===== src/rtl/traffic_light_monitor.sv =====
// Passive lamp-bus checker: decodes lamps into phases, times them in ticks and
// latches the first fault. Macro STRICT_SEQ_EN enables the phase-order check (code 2).
module traffic_light_monitor #(
  parameter int CNT_W       = 8,
  parameter int MIN_GREEN   = 6,
  parameter int MAX_GREEN   = 9,
  parameter int YELLOW_SECS = 2,
  parameter int WALK_SECS   = 3
) (
  input  logic             clk,
  input  logic             reset,
  input  logic             tick,
  input  logic [6:0]       lamps,
  input  logic             clear_fault,
  output logic [2:0]       phase,
  output logic [CNT_W-1:0] phase_secs,
  output logic             fault,
  output logic [2:0]       fault_code
);

  typedef enum logic [2:0] {
    PH_INIT = 3'd0,
    PH_MG   = 3'd1,
    PH_MY   = 3'd2,
    PH_WALK = 3'd3,
    PH_SG   = 3'd4,
    PH_SY   = 3'd5
  } phase_e;

  // Bit order {mainR,mainY,mainG,sideR,sideY,sideG,walk}
  localparam logic [6:0] LAMPS_MG   = 7'b0011000;
  localparam logic [6:0] LAMPS_MY   = 7'b0101000;
  localparam logic [6:0] LAMPS_WALK = 7'b1001001;
  localparam logic [6:0] LAMPS_SG   = 7'b1000010;
  localparam logic [6:0] LAMPS_SY   = 7'b1000100;

  localparam logic [CNT_W-1:0] SECS_MAX = '1;
  localparam logic [CNT_W-1:0] MIN_G    = CNT_W'(MIN_GREEN);
  localparam logic [CNT_W-1:0] MAX_G    = CNT_W'(MAX_GREEN);
  localparam logic [CNT_W-1:0] YEL      = CNT_W'(YELLOW_SECS);
  localparam logic [CNT_W-1:0] WALK_T   = CNT_W'(WALK_SECS);

  logic [6:0]       lamps_q;
  phase_e           phase_q, phase_d;
  logic [CNT_W-1:0] secs_q, secs_d;
  logic             first_q, first_d;
  logic             illegal_q, illegal_d;
  logic             fault_q, fault_d;
  logic [2:0]       code_q, code_d;

  phase_e     lamp_phase;
  logic       lamp_legal;
  logic       in_green;
  logic [6:1] det;
  logic [2:0] det_code;

`ifdef STRICT_SEQ_EN
  function automatic logic order_ok(input phase_e from, input phase_e to);
    case (from)
      PH_MG:   order_ok = (to == PH_MY);
      PH_MY:   order_ok = (to == PH_SG) || (to == PH_WALK);
      PH_WALK: order_ok = (to == PH_SG);
      PH_SG:   order_ok = (to == PH_SY);
      PH_SY:   order_ok = (to == PH_MG);
      default: order_ok = 1'b1;
    endcase
  endfunction
`endif

  always_comb begin : decode
    lamp_legal = 1'b1;
    lamp_phase = PH_INIT;
    case (lamps_q)
      LAMPS_MG:   lamp_phase = PH_MG;
      LAMPS_MY:   lamp_phase = PH_MY;
      LAMPS_WALK: lamp_phase = PH_WALK;
      LAMPS_SG:   lamp_phase = PH_SG;
      LAMPS_SY:   lamp_phase = PH_SY;
      default:    lamp_legal = 1'b0;
    endcase
  end

  assign in_green = (phase_q == PH_MG) || (phase_q == PH_SG);

  always_comb begin : next_state
    phase_d   = phase_q;
    secs_d    = secs_q;
    first_d   = first_q;
    illegal_d = ~lamp_legal;
    det       = '0;
    // An illegal vector only counts once it has been seen on two consecutive clocks
    det[1]    = ~lamp_legal & illegal_q;
    if (lamp_legal && (lamp_phase != phase_q)) begin
      phase_d = lamp_phase;
      secs_d  = tick ? CNT_W'(1) : '0;
      first_d = (phase_q == PH_INIT);
      if (phase_q != PH_INIT) begin
`ifdef STRICT_SEQ_EN
        det[2] = ~order_ok(phase_q, lamp_phase);
`endif
        // The phase entered straight from INIT may be partial, so its length is not judged
        if (!first_q) begin
          case (phase_q)
            PH_MY, PH_SY: det[3] = (secs_q != YEL);
            PH_MG, PH_SG: begin
              det[4] = (secs_q < MIN_G);
              det[5] = (secs_q > MAX_G);
            end
            PH_WALK:      det[6] = (secs_q != WALK_T);
            default:      ;
          endcase
        end
      end
    end else if (tick) begin
      if (secs_q != SECS_MAX) secs_d = secs_q + 1'b1;
      det[5] = in_green && (secs_q == MAX_G);
    end
  end

  always_comb begin : fault_select
    det_code = '0;
    for (int i = 6; i >= 1; i--) begin
      if (det[i]) det_code = 3'(i);
    end
    fault_d = fault_q;
    code_d  = code_q;
    if (clear_fault) begin
      fault_d = 1'b0;
      code_d  = '0;
    end
    // A fresh detection beats a coincident clear; an existing fault is never overwritten
    if ((det_code != '0) && (!fault_q || clear_fault)) begin
      fault_d = 1'b1;
      code_d  = det_code;
    end
  end

  always_ff @(posedge clk or posedge reset) begin
    if (reset) begin
      lamps_q   <= '0;
      phase_q   <= PH_INIT;
      secs_q    <= '0;
      first_q   <= 1'b0;
      illegal_q <= 1'b0;
      fault_q   <= 1'b0;
      code_q    <= '0;
    end else begin
      lamps_q   <= lamps;
      phase_q   <= phase_d;
      secs_q    <= secs_d;
      first_q   <= first_d;
      illegal_q <= illegal_d;
      fault_q   <= fault_d;
      code_q    <= code_d;
    end
  end

  assign phase      = phase_q;
  assign phase_secs = secs_q;
  assign fault      = fault_q;
  assign fault_code = code_q;

endmodule


===== config.mk =====
export PLATFORM = sky130hd
export DESIGN_NAME = traffic_light_monitor
export DESIGN_NICKNAME = d
export VERILOG_FILES = /design/src/rtl/traffic_light_monitor.sv
export SDC_FILE = /design/constraint.sdc
export NUM_CORES = 1
export LEC_CHECK = 0
export BUFFER_PORTS_ARGS = -buffer_cell sky130_fd_sc_hd__buf_2
export CORE_UTILIZATION = 55
export DETAILED_ROUTE_END_ITERATION = 12
export PLACE_DENSITY_LB_ADDON = 0.05
export SLEW_MARGIN = 20
export SYNTH_ARGS = -nofsm -noshare
export SYNTH_HDL_FRONTEND = slang
export SYNTH_SLANG_ARGS = --single-unit

===== constraint.sdc =====
create_clock -name clk -period 5.22 [get_ports clk]
set_clock_uncertainty 0.05 [all_clocks]
set_input_delay 1.044 -clock clk [delete_from_list [all_inputs] [get_ports clk]]
set_output_delay 1.044 -clock clk [all_outputs]
set_load 0.01 [all_outputs]

==> flow_summary.json <==
{
  "status": "finished, final reports clean",
  "io_buffers": 25,
  "drc": 0,
  "p_leak_uw": 0.000759,
  "synth.avg_cell_area_um2": 9.40,
  "drive_gt1_frac": 0.223,
  "postRouteAntennaNets": 0,
  "max-cap-violations": 0,
  "synth-edff-count": 0,
  "regArea_um2": 601,
  "ys_top_cells_by_count": "dfrtp_1, nor2_1, nand2_1, a21oi_1, inv_1",
  "synth_seq_area_share": 0.410,
  "syn_to_final_growth_pct": 11.0,
  "drt_iter0_drc": 21,
  "period_minus_slack_ns": 2.86,
  "grt_max_degree": 25,
  "synth_top_area_frac": 0.410,
  "start_util": 0.587,
  "antenna_found_initial": 0,
  "ys_warn_count": 0,
  "num_antenna_cells": 0,
  "cp.arrival_ns": 3.05,
  "vias": 1231,
  "cts_hold_buf": 0,
  "die_x_um": 53.6,
  "rrSetupSlack_ns": 2.36,
  "crit_type": "reg2reg",
  "required_ns": 5.40,
  "rows": 18,
  "grt_setup_unrepaired": "false",
  "r2r-start": "lamps_q[4]",
  "grt-ovfl-total": 0,
  "num_io_pins": 26,
  "synth_flop_cell": "dfrtp_1",
  "cp_slowest_cell": "or4_4",
  "cts_max_level": 1,
  "p_total_uw": 626,
  "n_fill_cell": 203,
  "multi_input_area_um2": 805,
  "clk_latency_ns": 0.31,
  "viasPerCell": 5.89,
  "cp_cell_sequence": "or3b_4 > or4_4 > xnor2_2 > o32a_2 > mux2i_1 > a32o_1 > a22oi_1",
  "post_cts_resized": 0,
  "reg2reg_depth": 7,
  "cts_setup_buffers": 0,
  "gp_congestion": 0.846,
  "powerDensity_mw_per_mm2": 384,
  "slew_headroom": 0.402,
  "clock_sinks": 24,
  "wl_per_cell_um": 14.2,
  "cts-root-buf": "clkbuf_4",
  "yosys.cell_count.top_type": "dfrtp_1",
  "synth_cells": 156,
  "slew_viol_final": 0,
  "wl_um": 2960,
  "async_reset_ff_frac": 1.00,
  "ys_ff_latch": 24,
  "synth_area_leaders": "dfrtp_1, nor2_1, xor2_1, ha_1, a21oi_1",
  "synth_top_area_cell": "dfrtp_1",
  "dieArea_mm2": 0.00288,
  "detailed_place_hpwl_um": 2220,
  "tightest_slew_ns": 0.897,
  "dr.pass1.iters": 4,
  "hp-start": "fault_code[1]",
  "syn-num-nets": 171,
  "hp-class": "reg2reg",
  "numCtsBuffers": 3,
  "cts.clk_slew.worst_paths_ns": 0.12,
  "max_stage_delay_ns": 0.51,
  "cp-end-kind": "flip-flop",
  "critPathLaunchType": "flip-flop",
  "hold_viol_final": 0,
  "grt_pass1_vias": 1085,
  "max_freq_ghz": 0.349,
  "vdd_drop_max_mv": 0.338,
  "hold_depth": 1,
  "tritoncts": "built",
  "setup_viol": 0,
  "critPathMaxFanout": 13,
  "clockBufferDepth": 2,
  "core_mm2": 0.00250,
  "final_nets": 196,
  "grtUsageTotal": 0.237,
  "ys_types": 50,
  "grt_pass1_wl_um": 4860,
  "die_h_um": 53.6,
  "min_period_over_period": 0.548,
  "r2r_end": "fault_code[0]",
  "hold_end": "fault_code[1]",
  "fin_setup_tns_ns": 0,
  "synth_area_mm2": 0.00147
}
-- routing by layer --
metal	track usage	share of wire
met2	0.398	0.48
met1	0.317	0.47
met3	0.0339	0.042
met4	0.0658	0.014
met5	0	0
-- critical path: cells and delay by family, from the launching register on --
family           cells  cell delay [ns]
multiplexers         1             0.20
AND/OR/NAND/NOR      2             0.94
XOR/XNOR             1             0.15
AO/OA/AOI/OAI        3             0.96
flip-flops           1             0.48
-- report_power, final --
group	switching, µW	internal, µW	total [µW]
Sequential	71.6	222	294
Combinational	139	113	252
Clock	52.9	27.0	79.8
Total	264	362	626
-- placed cells by master (no fill, tap or decap), drive strengths merged, types with 3 or more instances in the layout --
cell type | synthesis | routed
buf | 2 | 26
dfrtp | 24 | 24
nor2 | 20 | 20
nand2 | 10 | 10
inv | 8 | 8
a21oi | 8 | 8
nor3 | 6 | 6
xor2 | 6 | 6
xnor2 | 5 | 5
o21ai | 5 | 5
nand4 | 4 | 4
nand3 | 4 | 4
ha | 4 | 4
nor2b | 3 | 3
nand2b | 3 | 3
or3 | 3 | 3
clkbuf | 4 | 3
o211ai | 3 | 3
a211oi | 3 | 3
-- cell families (layout without fill, tap and decap cells) --
logic type / Yosys count / in the layout / share of synthesized area
simple gates: 67 / 67 / 0.248
mux: 3 / 3 / 0.0247
fa+ha+maj: 4 / 4 / 0.0341
flops: 24 / 24 / 0.410
buf+inv: 14 / 37 / 0.0418
compound gates: 33 / 33 / 0.171
xor+xnor: 11 / 11 / 0.0708
-- cell type report --
type,instances,area share
Tap cell,30,0.0231
Timing Repair Buffer,26,0.0815
Clock buffer,3,0.0138
Sequential cell,24,0.369
Multi-Input combinational cell,118,0.494
Inverter,8,0.0184
-- flip-flops by register name, indices dropped and copies added, names as in the netlist --
| name | cells |
|---|---|
| phase | 3 |
| phase_secs | 8 |
| first_q | 1 |
| lamps_q | 7 |
| fault | 1 |
| illegal_q | 1 |
| fault_code | 3 |
-- per-stage QoR --
step	hold slack, ns	setup WS [ns]	cell area [µm²]	util	instances
6_report	0.450	2.36	1630	0.651	209
2_1_floorplan	0.482	2.60	1470	-	156
3_3_place_gp	0.428	2.46	1610	0.642	206
3_5_place_dp	0.426	2.38	1610	0.642	206
5_1_grt	0.489	2.27	1630	0.651	209
4_1_cts	0.455	2.36	1630	0.651	209
-- worst max-delay path by stage --
stage | start | cells past startpoint | slack [ns] | endpoint
2_1_floorplan | lamps_q[4] | 8 | 2.60 | fault_code[2]
3_3_place_gp | lamps_q[4] | 7 | 2.46 | fault_code[0]
3_5_place_dp | lamps_q[4] | 7 | 2.38 | fault_code[0]
4_1_cts | lamps_q[4] | 7 | 2.36 | fault_code[0]
5_1_grt | lamps_q[4] | 7 | 2.27 | fault_code[0]
6_report | lamps_q[4] | 7 | 2.36 | fault_code[0]
Note: power is estimated with default switching activity, not from simulation.
